**src/rtl/cp0_ctrl_pkg.sv**
```systemverilog
// cp0_pkg: shared constants for the coprocessor-0 exception/interrupt controller
// and the pipeline registers that use its handler address.
//   - CP0 register numbers (rd field of mfc0/mtc0)
//   - bit positions of the SR and Cause fields
//   - ExcCode values
//   - exception handler entry address
package cp0_pkg;

    // CP0 register numbers
    localparam logic [4:0] REG_SR    = 5'd12;
    localparam logic [4:0] REG_CAUSE = 5'd13;
    localparam logic [4:0] REG_EPC   = 5'd14;
    localparam logic [4:0] REG_PRID  = 5'd15;

    // SR field positions
    localparam int unsigned SR_IE_BIT  = 0;
    localparam int unsigned SR_EXL_BIT = 1;
    localparam int unsigned SR_IM_LSB  = 10;
    localparam int unsigned SR_IM_MSB  = 15;

    // Cause field positions
    localparam int unsigned CAUSE_EXC_LSB = 2;
    localparam int unsigned CAUSE_EXC_MSB = 6;
    localparam int unsigned CAUSE_IP_LSB  = 10;
    localparam int unsigned CAUSE_IP_MSB  = 15;
    localparam int unsigned CAUSE_BD_BIT  = 31;

    // Exception codes
    typedef enum logic [4:0] {
        EXC_INT     = 5'd0,
        EXC_ADEL    = 5'd4,
        EXC_ADES    = 5'd5,
        EXC_SYSCALL = 5'd8,
        EXC_RI      = 5'd10,
        EXC_OV      = 5'd12
    } exc_code_e;

    // Handler entry point, loaded into the PC when req is taken
    localparam logic [31:0] HANDLER_ADDR = 32'h0000_4180;

endpackage

```
**src/rtl/cp0_ctrl.sv**
```systemverilog
// cp0_ctrl: coprocessor-0 exception and interrupt controller at the M stage.
// Decides whether an exception or interrupt is taken (req), records Cause/EPC,
// and holds SR, Cause, EPC and PRId for mfc0 / mtc0 / eret.
// Ports:
//   clk, rst        clock, synchronous active-low reset
//   M_CP0_WE/Addr/WD  mtc0 write enable, register number, write data
//   M_PC, M_bd      victim PC and branch-delay flag of the M instruction
//   M_ExcCode       accumulated exception code (0 = none)
//   M_eret          eret in M, clears EXL
//   HWInt           level-sensitive external interrupt lines
//   CP0_RD          combinational read of register M_CP0_Addr
//   EPC_out         current EPC for the eret redirect
//   req             take exception/interrupt this cycle (combinational)
module cp0_ctrl
    import cp0_pkg::*;
#(
    parameter logic [31:0] PRID = 32'h2023_0007
) (
    input  logic        clk,
    input  logic        rst,
    input  logic        M_CP0_WE,
    input  logic [4:0]  M_CP0_Addr,
    input  logic [31:0] M_CP0_WD,
    input  logic [31:0] M_PC,
    input  logic        M_bd,
    input  logic [4:0]  M_ExcCode,
    input  logic        M_eret,
    input  logic [5:0]  HWInt,
    output logic [31:0] CP0_RD,
    output logic [31:0] EPC_out,
    output logic        req
);

    logic [5:0]  sr_im;
    logic        sr_exl;
    logic        sr_ie;
    logic        cause_bd;
    logic [5:0]  cause_ip;
    logic [4:0]  cause_exc;
    logic [31:0] epc;

    logic        int_req;
    logic        exc_req;
    logic [31:0] sr_word;
    logic [31:0] cause_word;
    logic [31:0] rd_val;

    // Interrupt decision uses the live HWInt, not the registered Cause.IP.
    assign int_req = (|(HWInt & sr_im)) & sr_ie & ~sr_exl;
    assign exc_req = (M_ExcCode != 5'd0) & ~sr_exl;
    assign req     = (int_req | exc_req) & rst;

    assign sr_word    = {16'b0, sr_im, 8'b0, sr_exl, sr_ie};
    assign cause_word = {cause_bd, 15'b0, cause_ip, 3'b0, cause_exc, 2'b0};

    always_ff @(posedge clk) begin
        if (!rst) begin
            sr_im     <= '0;
            sr_exl    <= 1'b0;
            sr_ie     <= 1'b0;
            cause_bd  <= 1'b0;
            cause_ip  <= '0;
            cause_exc <= '0;
            epc       <= '0;
        end else begin
            cause_ip <= HWInt;
            if (req) begin
                // The M instruction is flushed, so any mtc0/eret alongside is dropped.
                sr_exl    <= 1'b1;
                cause_exc <= int_req ? EXC_INT : M_ExcCode;
                cause_bd  <= M_bd;
                epc       <= M_bd ? (M_PC - 32'd4) : M_PC;
            end else begin
                if (M_CP0_WE) begin
                    case (M_CP0_Addr)
                        REG_SR: begin
                            sr_im  <= M_CP0_WD[SR_IM_MSB:SR_IM_LSB];
                            sr_exl <= M_CP0_WD[SR_EXL_BIT];
                            sr_ie  <= M_CP0_WD[SR_IE_BIT];
                        end
                        REG_EPC: epc <= M_CP0_WD;
                        default: ;
                    endcase
                end
                // Placed after the write so eret wins on EXL if both appear.
                if (M_eret) begin
                    sr_exl <= 1'b0;
                end
            end
        end
    end

    always_comb begin
        rd_val = '0;
        case (M_CP0_Addr)
            REG_SR:    rd_val = sr_word;
            REG_CAUSE: rd_val = cause_word;
            REG_EPC:   rd_val = epc;
            REG_PRID:  rd_val = PRID;
            default:   rd_val = '0;
        endcase
    end

    // While rst is low the registers may still hold pre-reset values until the
    // edge, so reads are forced to their reset view.
    assign CP0_RD  = rst ? rd_val : ((M_CP0_Addr == REG_PRID) ? PRID : '0);
    assign EPC_out = rst ? epc : '0;

endmodule

```
**config.mk**
```make
export PLATFORM = sky130hd
export DESIGN_NAME = cp0_ctrl
export DESIGN_NICKNAME = d
export VERILOG_FILES = /design/src/rtl/cp0_ctrl_pkg.sv /design/src/rtl/cp0_ctrl.sv
export SDC_FILE = /design/constraint.sdc
export NUM_CORES = 1
export LEC_CHECK = 0
export BUFFER_PORTS_ARGS = -buffer_cell sky130_fd_sc_hd__buf_2
export CORE_ASPECT_RATIO = 0.75
export CORE_UTILIZATION = 25
export DETAILED_ROUTE_END_ITERATION = 6
export GPL_ROUTABILITY_DRIVEN = 0
export SYNTH_ARGS = -nofsm -noshare
export SYNTH_HDL_FRONTEND = slang
export SYNTH_SLANG_ARGS = --single-unit
export TNS_END_PERCENT = 20
```
**constraint.sdc**
```tcl
create_clock -name clk -period 2.05 [get_ports clk]
set_input_delay 0.205 -clock clk [delete_from_list [all_inputs] [get_ports clk]]
set_output_delay 0.205 -clock clk [all_outputs]
set_load 0.1 [all_outputs]
```
==> run_results.csv <==
group,metric,value,unit
logic_synthesis,synth_edf_count,0,
worst_hold_path,hold_path.class,"input pin to flip-flop",
logic_synthesis,synth.avg_cell_area,8.22,um2
routing,first_pass_iters,4,
sta,relSlewSlack,69.8,%
global_route,grt_usage,16.2,%
clock_tree,cts_buffer_depth,2,
sta,setup_viol,0,
critical_path,critPathArrivalTime,1.75,ns
sta,rsz0062_at_grt,"no",
global_route,grt_pass1_wl,18700,um
sta,finalHoldViolCount,0,
routing,viasPerCell,4.72,
routing,detail_route.wl_per_cell,15.5,um
logic_synthesis,yosys.area.top_type,"dfxtp_1",
clock_tree,clkLatencyLatePin,0.30,ns
clock_tree,cts_tree,"done",
sta,hold_ws,0.130,ns
global_route,grt_pass1_vias,3666,
routing,drt_wl_total,11700,um
die,design.die.area,14800,um2
power,power.density,534,nW/um2
logic_synthesis,async_reset_ff_share,0,%
global_route,antenna_found_initial,0,
placement,hpwl,9620,um
sta,slew_violations,0,
sta,finClkSkew,0.00770,ns
clock_tree,clkSlewWorstSetupHoldPaths,0.08,ns
logic_synthesis,synth_flop_cell,"dfxtp_1",
placement,postPlaceCellArea,5600,um2
die,core,13800,um2
critical_path,crit_path_max_fanout,11,
logic_synthesis,synth_seq_cells,52,
placement,io_buffer_count,149,
logic_synthesis,mappedNetlistArea,3570,um2
critical_path,startpoint_type,"flip-flop",
global_route,grt_max_degree,67,
clock_tree,cts-root-buf,"clkbuf_16",
sta,fin_crit_sh,95.4,%
logic_synthesis,yosysMostFrequentCell,"nand2_1",
die,rows,37,
outcome,status,"finished clean",
power,power_leakage,0.00257,uW
logic_synthesis,synth.area.top_cells,"dfxtp_1 (29%), mux2i_1 (13%), and2_1 (9.1%)",
logic_synthesis,ys_warn_count,0,
critical_path,crit_path_end_kind,"output port",
logic_synthesis,synth.net_count,520,
clock_tree,htree_levels,2,
final_layout,syn2layout_area_growth,62.5,%
final_layout,drive_gt1_share,34.6,%
sta,tightest_slew,0.449,ns
final_layout,final_nets,666,
die,fp.dieH,105,um
logic_synthesis,yosysUniqueCellTypes,49,
die,io_pins,150,
placement,pre_cts_ws,-0.0543,ns
routing,post-route-drc-count,0,
clock_tree,hold_buffers,0,
die,start_util,25.8,%
final_layout,fin_cells,757,
clock_tree,cts_buffers,5,
sta,fmax,511,MHz
routing,antenna_left,0,
power,ir_drop,0.324,mV
routing,num_vias,3576,
routing,drtIter0Drc,140,
final_layout,final_area,5790,um2
logic_synthesis,syn-instance-count,434,
sta,layout_min_cycle_time,1.96,ns
sta,layout_setup_ws,0.0944,ns
placement,dp.cells,746,
logic_synthesis,ys_seq_area_share,29.2,%
final_layout,fin_util,42.0,%
die,die_w,140,um
clock_tree,cts_sinks,52,
critical_path,required,1.85,ns
global_route,overflow,0,
logic_synthesis,synth_top_area_share,29.2,%
logic_synthesis,synth_commonest_cells,"nand2_1 (67), and2_1 (52), dfxtp_1 (52)",
flow_run,cap_violations,0,
critical_path,crit_type,"flip-flop to output port",
## state kept, by name (all words and copies together) (netlist names)
register,count
sr_exl,1
sr_im,6
cause_bd,1
sr_ie,1
cause_ip,6
epc,32
cause_exc,5
## cell usage in the layout, fill, tap and decap left out, types with 4 or more instances in the layout
master      n
nor3_1      9
xor2_1     18
a22oi_1     6
nor2_1     28
buf_4      14
mux2i_1    46
nor4_1      6
nor2b_1     4
buf_2      84
a21boi_1    4
and2_1     50
or3_1       4
nor2_4      4
buf_12     70
dfxtp_1    52
nand2_1    67
xnor2_1    10
nand3b_1    5
clkbuf_16   5
a21oi_1    10
nand3_1     5
o211a_1    27
and3_1      6
## metal layers
| layer | vias up | global-route usage (%) | share of wire (%) | wire, um |
|---|---|---|---|---|
| met5 | - | 0 | 0 | 0 |
| met4 | 0 | 3.14 | 0.76 | 89 |
| met3 | 9 | 4.41 | 7.9 | 928 |
| met2 | 110 | 26.1 | 45 | 5240 |
| met1 | 1660 | 21.5 | 47 | 5470 |
| li1 | 1797 | - | - | - |
## worst max-delay path: stages, from the launching register on
cell and delay [ns]:
dfxtp_1 0.34, a22oi_2 0.26, a311oi_2 0.13, buf_4 0.17
o21ai_4 0.17, inv_2 0.06, buf_6 0.14, buf_12 0.16
## final timing paths
path,from,end,slack [ns],cells past startpoint
hold reg to reg,cause_exc[1],cause_exc[1],0.46,2
setup / recovery,sr_im[4],req,0.09,7
setup reg to reg,sr_im[4],epc[11],0.31,7
hold / removal,HWInt[3],cause_ip[3],0.13,2
## timing repair
| item | 4_1_cts | 5_1_grt |
|---|---|---|
| endpoints found under the setup margin | 23 | 1 |
| resized for setup | 1 | 3 |
| buffers inserted | 2 | 0 |
| pin swaps | 1 | 3 |
## power breakdown
| group | switching (uW) | internal (uW) | leakage (uW) |
|---|---|---|---|
| Sequential | 53.0 | 1090 | 0.000429 |
| Combinational | 638 | 412 | 0.00207 |
| Clock | 435 | 465 | 0.0000719 |
## per-stage QoR
step / TNS [ns] / power, uW
after global placement: 0 / 2200
after detailed placement: -0.122 / 2220
after global routing: 0 / 3240
after floorplan: -5.16 / 1800
after CTS: 0 / 3120
final: 0 / 3090
## cells by family (layout without fill, tap and decap cells)
logic type / count (synthesis) / after routing / synth area share [%]
DFF: 52 / 52 / 29.2
buffers and inverters: 34 / 181 / 4.60
adders and majority gates: 1 / 1 / 0.351
muxes: 46 / 46 / 12.9
AOI/OAI and AO/OA: 58 / 58 / 13.3
and+or+nand+nor: 215 / 215 / 32.8
other: 0 / 1 / 0
xor gates and xnor gates: 28 / 28 / 6.88
## cell type report
| type | count | area, um2 |
|---|---|---|
| Fill cell | 1356 | 8000 |
| Multi-Input combinational cell | 348 | 2430 |
| Timing Repair Buffer | 169 | 1940 |
| Sequential cell | 52 | 1040 |
| Tap cell | 175 | 219 |
| Clock buffer | 5 | 125 |
| Clock inverter | 3 | 27.5 |
| Inverter | 4 | 15.0 |
| Antenna cell | 1 | 2.50 |
Note: power is estimated with default switching activity, not from simulation.
